==> src/rtl/serial_tx_arbiter.sv <==
// serial_tx_arbiter: round-robin arbiter sharing one serial emitter among NUM_REQ requesters.
// Optional SEND/DRAIN watchdog with sticky timeout_err is enabled by defining TX_TIMEOUT_EN.
module serial_tx_arbiter #(
  parameter int unsigned NUM_REQ    = 4,
  parameter int unsigned DATA_WIDTH = 25,
  parameter int unsigned IDX_WIDTH  = 2,
  parameter int unsigned TIMEOUT    = 64
) (
  input  logic                          fast_clk,
  input  logic                          reset,
  input  logic [NUM_REQ-1:0]            req,
  input  logic [NUM_REQ*DATA_WIDTH-1:0] req_data,
  output logic [NUM_REQ-1:0]            ack,
  output logic [DATA_WIDTH-1:0]         emit_data,
  output logic                          emit_start,
  input  logic                          emit_done,
  output logic [IDX_WIDTH-1:0]          grant_idx,
  output logic                          busy,
  output logic                          timeout_err
);

  if (NUM_REQ < 2 || NUM_REQ > 8 || (2 ** IDX_WIDTH) < NUM_REQ || TIMEOUT < 1) begin : g_cfg_check
    $error("serial_tx_arbiter: invalid parameter combination");
  end

  typedef enum logic [1:0] {IDLE, SEND, ACK, DRAIN} state_t;

  state_t                  state_q, state_d;
  logic [IDX_WIDTH-1:0]    ptr_q, ptr_d;
  logic [IDX_WIDTH-1:0]    grant_q, grant_d;
  logic [DATA_WIDTH-1:0]   data_q, data_d;
  logic [IDX_WIDTH-1:0]    winner;
  logic [IDX_WIDTH-1:0]    cand;
  logic                    win_valid;
  logic                    expired;

  // First requester after the pointer, wrapping, so the last winner ranks lowest.
  always_comb begin
    winner    = '0;
    win_valid = 1'b0;
    cand      = '0;
    for (int unsigned k = 1; k <= NUM_REQ; k++) begin
      cand = IDX_WIDTH'((32'(ptr_q) + k) % NUM_REQ);
      if (!win_valid && req[cand]) begin
        win_valid = 1'b1;
        winner    = cand;
      end
    end
  end

  always_comb begin
    state_d = state_q;
    ptr_d   = ptr_q;
    grant_d = grant_q;
    data_d  = data_q;
    case (state_q)
      IDLE: begin
        if (win_valid) begin
          state_d = SEND;
          ptr_d   = winner;
          grant_d = winner;
          data_d  = req_data[winner*DATA_WIDTH +: DATA_WIDTH];
        end
      end
      SEND: begin
        if (emit_done) state_d = ACK;
        else if (expired) state_d = DRAIN;
      end
      ACK:   state_d = DRAIN;
      DRAIN: begin
        // A done still high from the last frame must not complete the next one.
        if (!emit_done || expired) state_d = IDLE;
      end
      default: state_d = IDLE;
    endcase
  end

  always_ff @(posedge fast_clk or posedge reset) begin
    if (reset) begin
      state_q <= IDLE;
      ptr_q   <= IDX_WIDTH'(NUM_REQ - 1);
      grant_q <= '0;
      data_q  <= '0;
    end else begin
      state_q <= state_d;
      ptr_q   <= ptr_d;
      grant_q <= grant_d;
      data_q  <= data_d;
    end
  end

  always_comb begin
    ack = '0;
    if (state_q == ACK) ack[grant_q] = 1'b1;
  end

  assign emit_data  = data_q;
  assign emit_start = (state_q == SEND);
  assign grant_idx  = grant_q;
  assign busy       = (state_q != IDLE);

`ifdef TX_TIMEOUT_EN
  localparam int unsigned CNT_W = $clog2(TIMEOUT + 1);

  logic [CNT_W-1:0] tcnt_q, tcnt_d;
  logic             err_q, err_d;

  assign expired = (tcnt_q == CNT_W'(TIMEOUT - 1));

  // Counter restarts on every state change, so it measures time spent in SEND or DRAIN.
  always_comb begin
    tcnt_d = '0;
    if ((state_q == SEND || state_q == DRAIN) && state_d == state_q) tcnt_d = tcnt_q + CNT_W'(1);
    err_d = err_q | (state_q == SEND && state_d == DRAIN);
  end

  always_ff @(posedge fast_clk or posedge reset) begin
    if (reset) begin
      tcnt_q <= '0;
      err_q  <= 1'b0;
    end else begin
      tcnt_q <= tcnt_d;
      err_q  <= err_d;
    end
  end

  assign timeout_err = err_q;
`else
  assign expired     = 1'b0;
  assign timeout_err = 1'b0;
`endif

endmodule

==> config.mk <==
export PLATFORM = sky130hd
export DESIGN_NAME = serial_tx_arbiter
export DESIGN_NICKNAME = d
export VERILOG_FILES = /design/src/rtl/serial_tx_arbiter.sv
export SDC_FILE = /design/constraint.sdc
export NUM_CORES = 1
export LEC_CHECK = 0
export BUFFER_PORTS_ARGS = -buffer_cell sky130_fd_sc_hd__buf_2
export CORE_MARGIN = 5
export CORE_UTILIZATION = 30
export CTS_CLUSTER_SIZE = 24
export DETAILED_ROUTE_END_ITERATION = 16
export RECOVER_POWER = 50
export SYNTH_ARGS = -nofsm -noshare
export SYNTH_HDL_FRONTEND = slang
export SYNTH_SLANG_ARGS = --single-unit
==> constraint.sdc <==
create_clock -name fast_clk -period 2.9 [get_ports fast_clk]
set_input_delay 0.87 -clock fast_clk [delete_from_list [all_inputs] [get_ports fast_clk]]
set_output_delay 0.87 -clock fast_clk [all_outputs]
set_load 0.03 [all_outputs]
* Word level (Yosys, flattened, before mapping) *
Cells that the tools add are included.

storage, ports and cells
  bits in registers = 31
  input port bits = 107
  output and inout port bits = 34
  logic and storage cells = 56

operators by class
  add/subtract/negate cells = 4
  $mul = 1
  $lt $le $gt $ge = 6
  eq/ne operators = 6
  shift-type cells = 1
  mux-type cells = 23
  reduce and logical (&&, ||, !) cells = 11

operators with widths
  cell                                                        number
  variable part select 100 x 8 -> 25 bit                      1
  less-than comparator 2 x 3 -> 1 bit, second input constant  5
  two-way mux 2 bit                                           7
  two-way mux 1 bit                                           9
  binary-select mux 1 bit (select 2 bit)                      4
  case mux 2 bit (4 select lines)                             1
  multiplier 2 x 5 -> 7 bit, second input constant            1
  adder 2 x 1 -> 2 bit, second input constant                 2
  adder 2 bit, second input constant                          2
  equality test 2 bit, second input constant                  2
  logical AND 1 bit                                           4
  two-way mux 4 bit                                           1
  inequality test 2 bit, second input constant                2
  logical NOT 1 bit                                           3
  AND reduction 3 bit                                         1
  demux 1 bit (select 2 bit)                                  1
  equality test 2 x 1 -> 1 bit, second input constant         1
  >= comparator 2 x 1 -> 1 bit, second input constant         1
  logical NOT 2 bit                                           1
  inequality test 2 x 1 -> 1 bit, second input constant       1
  AND reduction 2 bit                                         1
  nonzero test 2 bit                                          1

* Depth between registers and ports, before layout *
Gate-level depths: netlist of run 1.

  word-level depth = 15
  gate-level depth with buffers = 8
  gate-level depth less buffers = 6

* Least setup slack after synthesis of run 1 *
Ideal clock, no wire load.

  path kind = flip-flop to output port
  from = register state_q[0]
  to = output port ack[0]
  arrival = 1.433 ns
  required time = 2.030 ns
  path slack = 0.597 ns
  cell stages (with the launch flop) = 4
  buffers on the path = 0
  cells stage by stage = dfrtp_1 inv_1 ha_1 nor3b_1

between the ends
  longest elaborated chain between the ends = 2

ends and longest elaborated chain
  element                 RTL line  source
  start, declared         28        state_t state_q, state_d;
  start signal, assigned  85        state_q <= state_d;
  equality test 2 bit     94        if (state_q == ACK) ack[grant_q] = 1'b1;
  two-way mux 4 bit       94
  end, declared           13        output logic [NUM_REQ-1:0] ack,

No other way between the ends.

* Worst setup path in the final report of run 1 *
Ends and elaborated chain as after synthesis.

==> run_results.csv, run 1 <==
group,metric,value,unit
worst_setup_path,crit_family,"flip-flops",
clocking,cts_tree,"done",
clocking,root_buffer,"clkbuf_8",
die,design.portCount,141,
logic_synthesis,ys_async_sr_fraction,100,%
worst_setup_path,cp_max_fo,5,
logic_synthesis,ys.flop_type,"dfrtp_1",
worst_hold_path,worstHoldEndpoint,"emit_data[4]",
clocking,htree_num_levels,2,
worst_hold_path,hold_path.class,"register to register",
worst_setup_path,endpoint_kind,"output port",
sta,finalWorstSetupSlack,575,ps
logic_synthesis,netlist_area,2110,sq um
logic_synthesis,synthesis.nets,303,
die,die_y,94.0,microns
placement,dpl.cell_count,418,
final_layout,diodes,0,
clocking,cts_buffer_depth,2,
placement,dp_hpwl,4880,microns
clocking,ctsResizeCount,0,
sta,maxSlewViolCount,0,
power_and_ir_drop,total_power,3.14,mW
run_status,status,"completed",
sta,fin_skew,9.86,ps
die,start_util,31.0,%
grt,overflow,0,
logic_synthesis,synth.top_cell.area_share,34.3,%
logic_synthesis,synth_edf_count,0,
grt,antenna_found_initial,0,
drt,drc_errors,0,
logic_synthesis,synth.area.mux_share,23.7,%
final_layout,seq_area,778,sq um
grt,grt_pass1_vias,2031,
flow_run,maxCapViolCount,0,
sta,final.setup.tns,0,ps
clocking,cts.hold.buffers_added,0,
logic_synthesis,synthTopCellsByArea,"dfrtp_1 (34%), mux2i_1 (24%), o221ai_2 (13%)",
worst_hold_path,hold_path_startpoint,"emit_data[4]",
worst_setup_path,arrival,1450,ps
sta,rsz0062_at_grt,"false",
logic_synthesis,synth_cell_types,28,
grt,grt_start_max_net_pins,37,
power_and_ir_drop,power_density,1060,nW/um^2
die,die_x,94.0,microns
logic_synthesis,synth_compound_area_share,19.1,%
drt,vias,2004,
logic_synthesis,yosys.area_share.adder,2.96,%
drt,wl,6410,microns
sta,post-route-period-util,80.2,%
worst_hold_path,min_path_cells,2,
logic_synthesis,yosysSeqAreaShare,36.8,%
clocking,clock_latency,280,ps
worst_setup_path,path_class,"register to output port",
worst_setup_path,cp_slowest_stage_delay,400,ps
sta,fmax,0.430,GHz
clocking,cts.reportedPaths.clkPinSlew,70,ps
worst_setup_path,r2r_end,"emit_data[19]",
clocking,clkSinkCount,31,
final_layout,final_cell_mix,"buf_2 (124), mux2i_1 (50), nand2_1 (32)",
power_and_ir_drop,power_leakage,1.55,nW
drt,drtIter0Drc,37,
final_layout,final_layout_size_suffix_gt1_share,48.2,%
final_layout,fillers,709,
placement,postPlaceCellArea,2890,sq um
grt,grt.total_usage,14.1,%
logic_synthesis,synthSimpleGateAreaFrac,10.2,%
grt,grt_first_pass_wirelength,9830,microns
placement,place_ws,435,ps
drt,detail_route.wl_per_cell,15.0,microns
drt,viasPerCell,4.70,
logic_synthesis,syn_avg_cell_area,11.1,sq um
worst_setup_path,r2r_cells,6,
clocking,cts_setup_buffers,0,
sta,hold_viol,0,
final_layout,final_common_cell,"buf_2",
logic_synthesis,ys_warn_count,0,
final_layout,nets,441,
drt,postRouteAntennaNets,0,
final_layout,multi_input_area,1190,sq um
logic_synthesis,netlist_instances,191,
worst_setup_path,path_buf_inv,2,
worst_setup_path,worstPathRequired,2030,ps
power_and_ir_drop,vdd_drop_max,0.386,mV
worst_setup_path,critical_path.slowest_cell,"dfrtp_1",
final_layout,area_delta_synth_final,39.6,%
logic_synthesis,ys_ff_latch,31,
placement,portBuffers,139,
sta,setup_viol,0,
worst_setup_path,critPathLaunchType,"register",
placement,gp_congestion,0.741,
worst_setup_path,r2r_slack,920,ps
sta,fin_crit,2320,ps
worst_setup_path,timing.rr.start,"ptr_q[0]",
final_layout,finalNonFillerCells,426,
worst_setup_path,crit_chain,"inv_1, ha_1, nor3b_1, buf_2",
clocking,cts_buffers,5,
logic_synthesis,synth_top_family_by_area,"multiplexers",
final_layout,final_cell_area,2950,sq um
logic_synthesis,synth-xor-area-share,0,%
die,core,6830,sq um
die,dieArea,8830,sq um
die,fp-row-count,30,
drt,drt_first_pass_iters,4,
logic_synthesis,yosys.area.top_type,"dfrtp_1",
[cells in the mapped netlist (2+ instances only)]
cell      instances
a21oi_1           3
buf_2             2
buf_4             4
buf_6             6
clkbuf_1          2
dfrtp_1          29
dfstp_2           2
ha_1              5
inv_1             5
mux2i_1          50
nand2_1          32
nand2b_1          4
nor2_1            5
o21ai_0           4
o221ai_1          8
o221ai_2         18
[where the power goes]
group	total [mW]	switching, mW	internal [mW]
sequential	0.799	0.133	0.667
clock	0.357	0.165	0.191
combinational	1.98	1.24	0.738
[per-stage QoR]
stage               hold WS (ps)  util [%]
floorplan                    467         -
global route                 520      43.2
detailed placement           466      42.2
finish                       486      43.2
CTS                          489      43.6
global placement             465      42.2
[worst max-delay path by stage]
stage                          start            end  slack (ps)  cells after the start
final                     state_q[0]         ack[0]         580                      4
after global routing      state_q[0]         ack[0]         490                      4
after floorplan           state_q[0]         ack[0]         600                      3
after global placement        req[3]  emit_data[12]         480                      7
after CTS                 state_q[0]         ack[0]         560                      4
after detailed placement      req[3]  emit_data[12]         430                      7
[final cells by class]
class | instances | share of cell area, %
clock buffers | 7 | 2.92
flip-flops and latches | 31 | 26.4
multi-input cells | 140 | 40.3
inverters | 5 | 0.636
clock inverters | 1 | 0.170
repair buffers | 146 | 25.6
well taps | 96 | 4.07
[layer usage]
layer	up-vias	routed length (microns)	share of wire, %	global-route usage, %
met3	4	478	7.5	4.09
met4	0	45	0.70	3.25
met2	79	3160	49	23.1
met1	937	2730	43	18.4
met5	-	0	0	0
li1	984	-	-	-
[worst reg2reg max path, cell delays in order (launching register included)]
cell and delay, ps:
dfstp_2 530, nand2b_1 110, o21ai_0 150, a211oi_4 330
buf_12 280, mux2i_1 340, o221ai_2 130
[state kept, by name, indices dropped and copies added, names as in the netlist]
signal     count
grant_idx      2
ptr_q          2
state_q        2
emit_data     25
[kinds of logic (layout without fill, tap and decap cells)]
group | after synthesis | count (layout)
AOI/OAI and AO/OA | 36 | 36
adders and majority gates | 5 | 5
buffers and inverters | 20 | 159
DFF | 31 | 31
muxes | 50 | 50
other | 1 | 1
and+or+nand+nor | 48 | 48
No activity file was read; power rests on OpenSTA's default activity.
==> inputs of run 2 (changes only) <==
Clock period 2.9 ns to 2.4 ns, I/O delays scaled along.
==> run 2 against run 1 <==
  * Critical path depth stayed put
  * Sequential cell count stayed put
  * Largest cell class unchanged
  * Clock-buffer cell count stayed put
  * Cell count stayed put
  * Die area stayed put
  * Wire length is 0.66% lower
  * Clock skew is 0.88 ps higher
  * Via count is 0.45% higher
  * Combinational power is 21% higher
==> run_results.csv, run 2 (synthesis results as in run 1) <==
group,metric,value,unit
sta,fmax,0.461,GHz
power_and_ir_drop,vdd_drop_max,0.468,mV
sta,fin_crit,2170,ps
die,core,6830,sq um
grt,overflow,0,
worst_setup_path,startpoint,"state_q[0]",
drt,drt_first_pass_iters,4,
drt,vias,2013,
power_and_ir_drop,power_leakage,1.56,nW
clocking,cts.hold.buffers_added,0,
sta,rsz0062_at_grt,"false",
final_layout,nets,441,
die,dieArea,8830,sq um
sta,finalWorstSetupSlack,231,ps
drt,viasPerCell,4.73,
clocking,cts_tree,"done",
sta,setup_viol,0,
grt,met3_usage,4.49,%
sta,final.setup.tns,0,ps
sta,post-route-period-util,90.4,%
worst_setup_path,worstPathRequired,1680,ps
clocking,clkSinkCount,31,
placement,dp_hpwl,4880,microns
final_layout,final_layout_size_suffix_gt1_share,48.2,%
final_layout,final_common_cell,"buf_2",
final_layout,area_delta_synth_final,41.1,%
clocking,cts.reportedPaths.clkPinSlew,70,ps
clocking,cts_buffers,5,
clocking,cts_buffer_depth,2,
clocking,root_buffer,"clkbuf_8",
flow_run,maxCapViolCount,0,
worst_setup_path,timing.rr.start,"ptr_q[0]",
worst_setup_path,cp_max_fo,5,
grt,antenna_found_initial,0,
sta,hold_viol,0,
grt,grt_start_max_net_pins,45,
final_layout,final_cell_mix,"buf_2 (124), mux2i_1 (50), nand2_1 (32)",
final_layout,largest_reg_flops,25,
grt,grt_pass1_vias,2108,
worst_hold_path,hold_path.class,"register to register",
clocking,ctsResizeCount,0,
worst_setup_path,r2r_cells,6,
run_status,status,"completed",
die,start_util,31.0,%
sta,tightest_slew,811,ps
worst_setup_path,r2r_slack,400,ps
final_layout,final_cell_area,2980,sq um
grt,grt.total_usage,14.7,%
clocking,clock_latency,280,ps
die,design.portCount,141,
clocking,cts_setup_buffers,0,
placement,place_ws,71.8,ps
die,die_x,94.0,microns
grt,met2_usage,24.5,%
placement,portBuffers,139,
final_layout,diodes,0,
grt,grt_first_pass_wirelength,10200,microns
drt,postRouteAntennaNets,0,
worst_setup_path,endpoint_kind,"output port",
sta,fin_skew,10.7,ps
sta,relSlewSlack,46.0,%
clocking,htree_num_levels,2,
placement,postPlaceCellArea,2900,sq um
grt,grtUsageMet1,18.3,%
worst_setup_path,endpoint,"ack[0]",
final_layout,fillers,688,
worst_setup_path,arrival,1450,ps
sta,maxSlewViolCount,0,
die,fp-row-count,30,
placement,gp_congestion,0.749,
worst_setup_path,critPathLaunchType,"register",
drt,wl,6370,microns
die,die_y,94.0,microns
power_and_ir_drop,power_density,1300,nW/um^2
worst_setup_path,path_class,"register to output port",
drt,detail_route.wl_per_cell,14.9,microns
drt,drc_errors,0,
worst_setup_path,r2r_end,"emit_data[9]",
drt,drtIter0Drc,80,
grt,top_usage_layer,"met2",
==> run 2: cell types whose count changed in the layout (fill, tap and decap cells not counted), sizes merged <==
cell,delta
buf,-1
bufinv,+1
clkbuf,+1
clkinv,-1
==> run 2: per-layer routing <==
layer	wire length [microns]	vias up
li1	-	978
met1	2690	947
met2	3140	82
met3	476	6
met4	62	0
met5	0	-
==> run 2: where the power goes <==
| part | switching (mW) | internal [mW] |
|---|---|---|
| clock network | 0.198 | 0.311 |
| registers | 0.170 | 0.806 |
| logic | 1.49 | 0.906 |
==> run 2: worst max-delay path, cell delays in order (launching register included) <==
cell     delay (ps)
dfrtp_1         400
inv_1           130
ha_1            250
nor3b_1         180
buf_2           220
==> run 2: how the worst min path moves through the flow <==
| stage | start | end | slack (ps) | cells after the start |
|---|---|---|---|---|
| floorplan | ptr_q[1] | ptr_q[1] | 470 | 2 |
| global placement | emit_data[8] | emit_data[8] | 470 | 2 |
| detailed placement | emit_data[18] | emit_data[18] | 470 | 2 |
| CTS | emit_data[10] | emit_data[10] | 490 | 2 |
| global route | emit_data[10] | emit_data[10] | 510 | 2 |
| finish | emit_data[10] | emit_data[10] | 480 | 2 |
==> run 2: metrics by stage <==
stage | hold WS, ps | total power, mW | std cells | utilization (%)
detailed placement | 469 | 3.48 | 418 | 42.4
global route | 511 | 4.22 | 426 | 43.7
floorplan | 467 | 2.84 | 191 | -
finish | 483 | 3.88 | 426 | 43.7
CTS | 491 | 4.01 | 426 | 44.0
global placement | 465 | 3.42 | 418 | 42.4
==> run 2: layout make-up <==
cell class	instances	area, sq um	share of cell area (%)
Multi-Input combinational cell	140	1190	40.1
Sequential cell	31	778	26.1
Timing Repair Buffer	146	764	25.6
Tap cell	96	120	4.03
Clock buffer	7	76.3	2.56
Clock inverter	1	30.0	1.01
Inverter	5	18.8	0.629
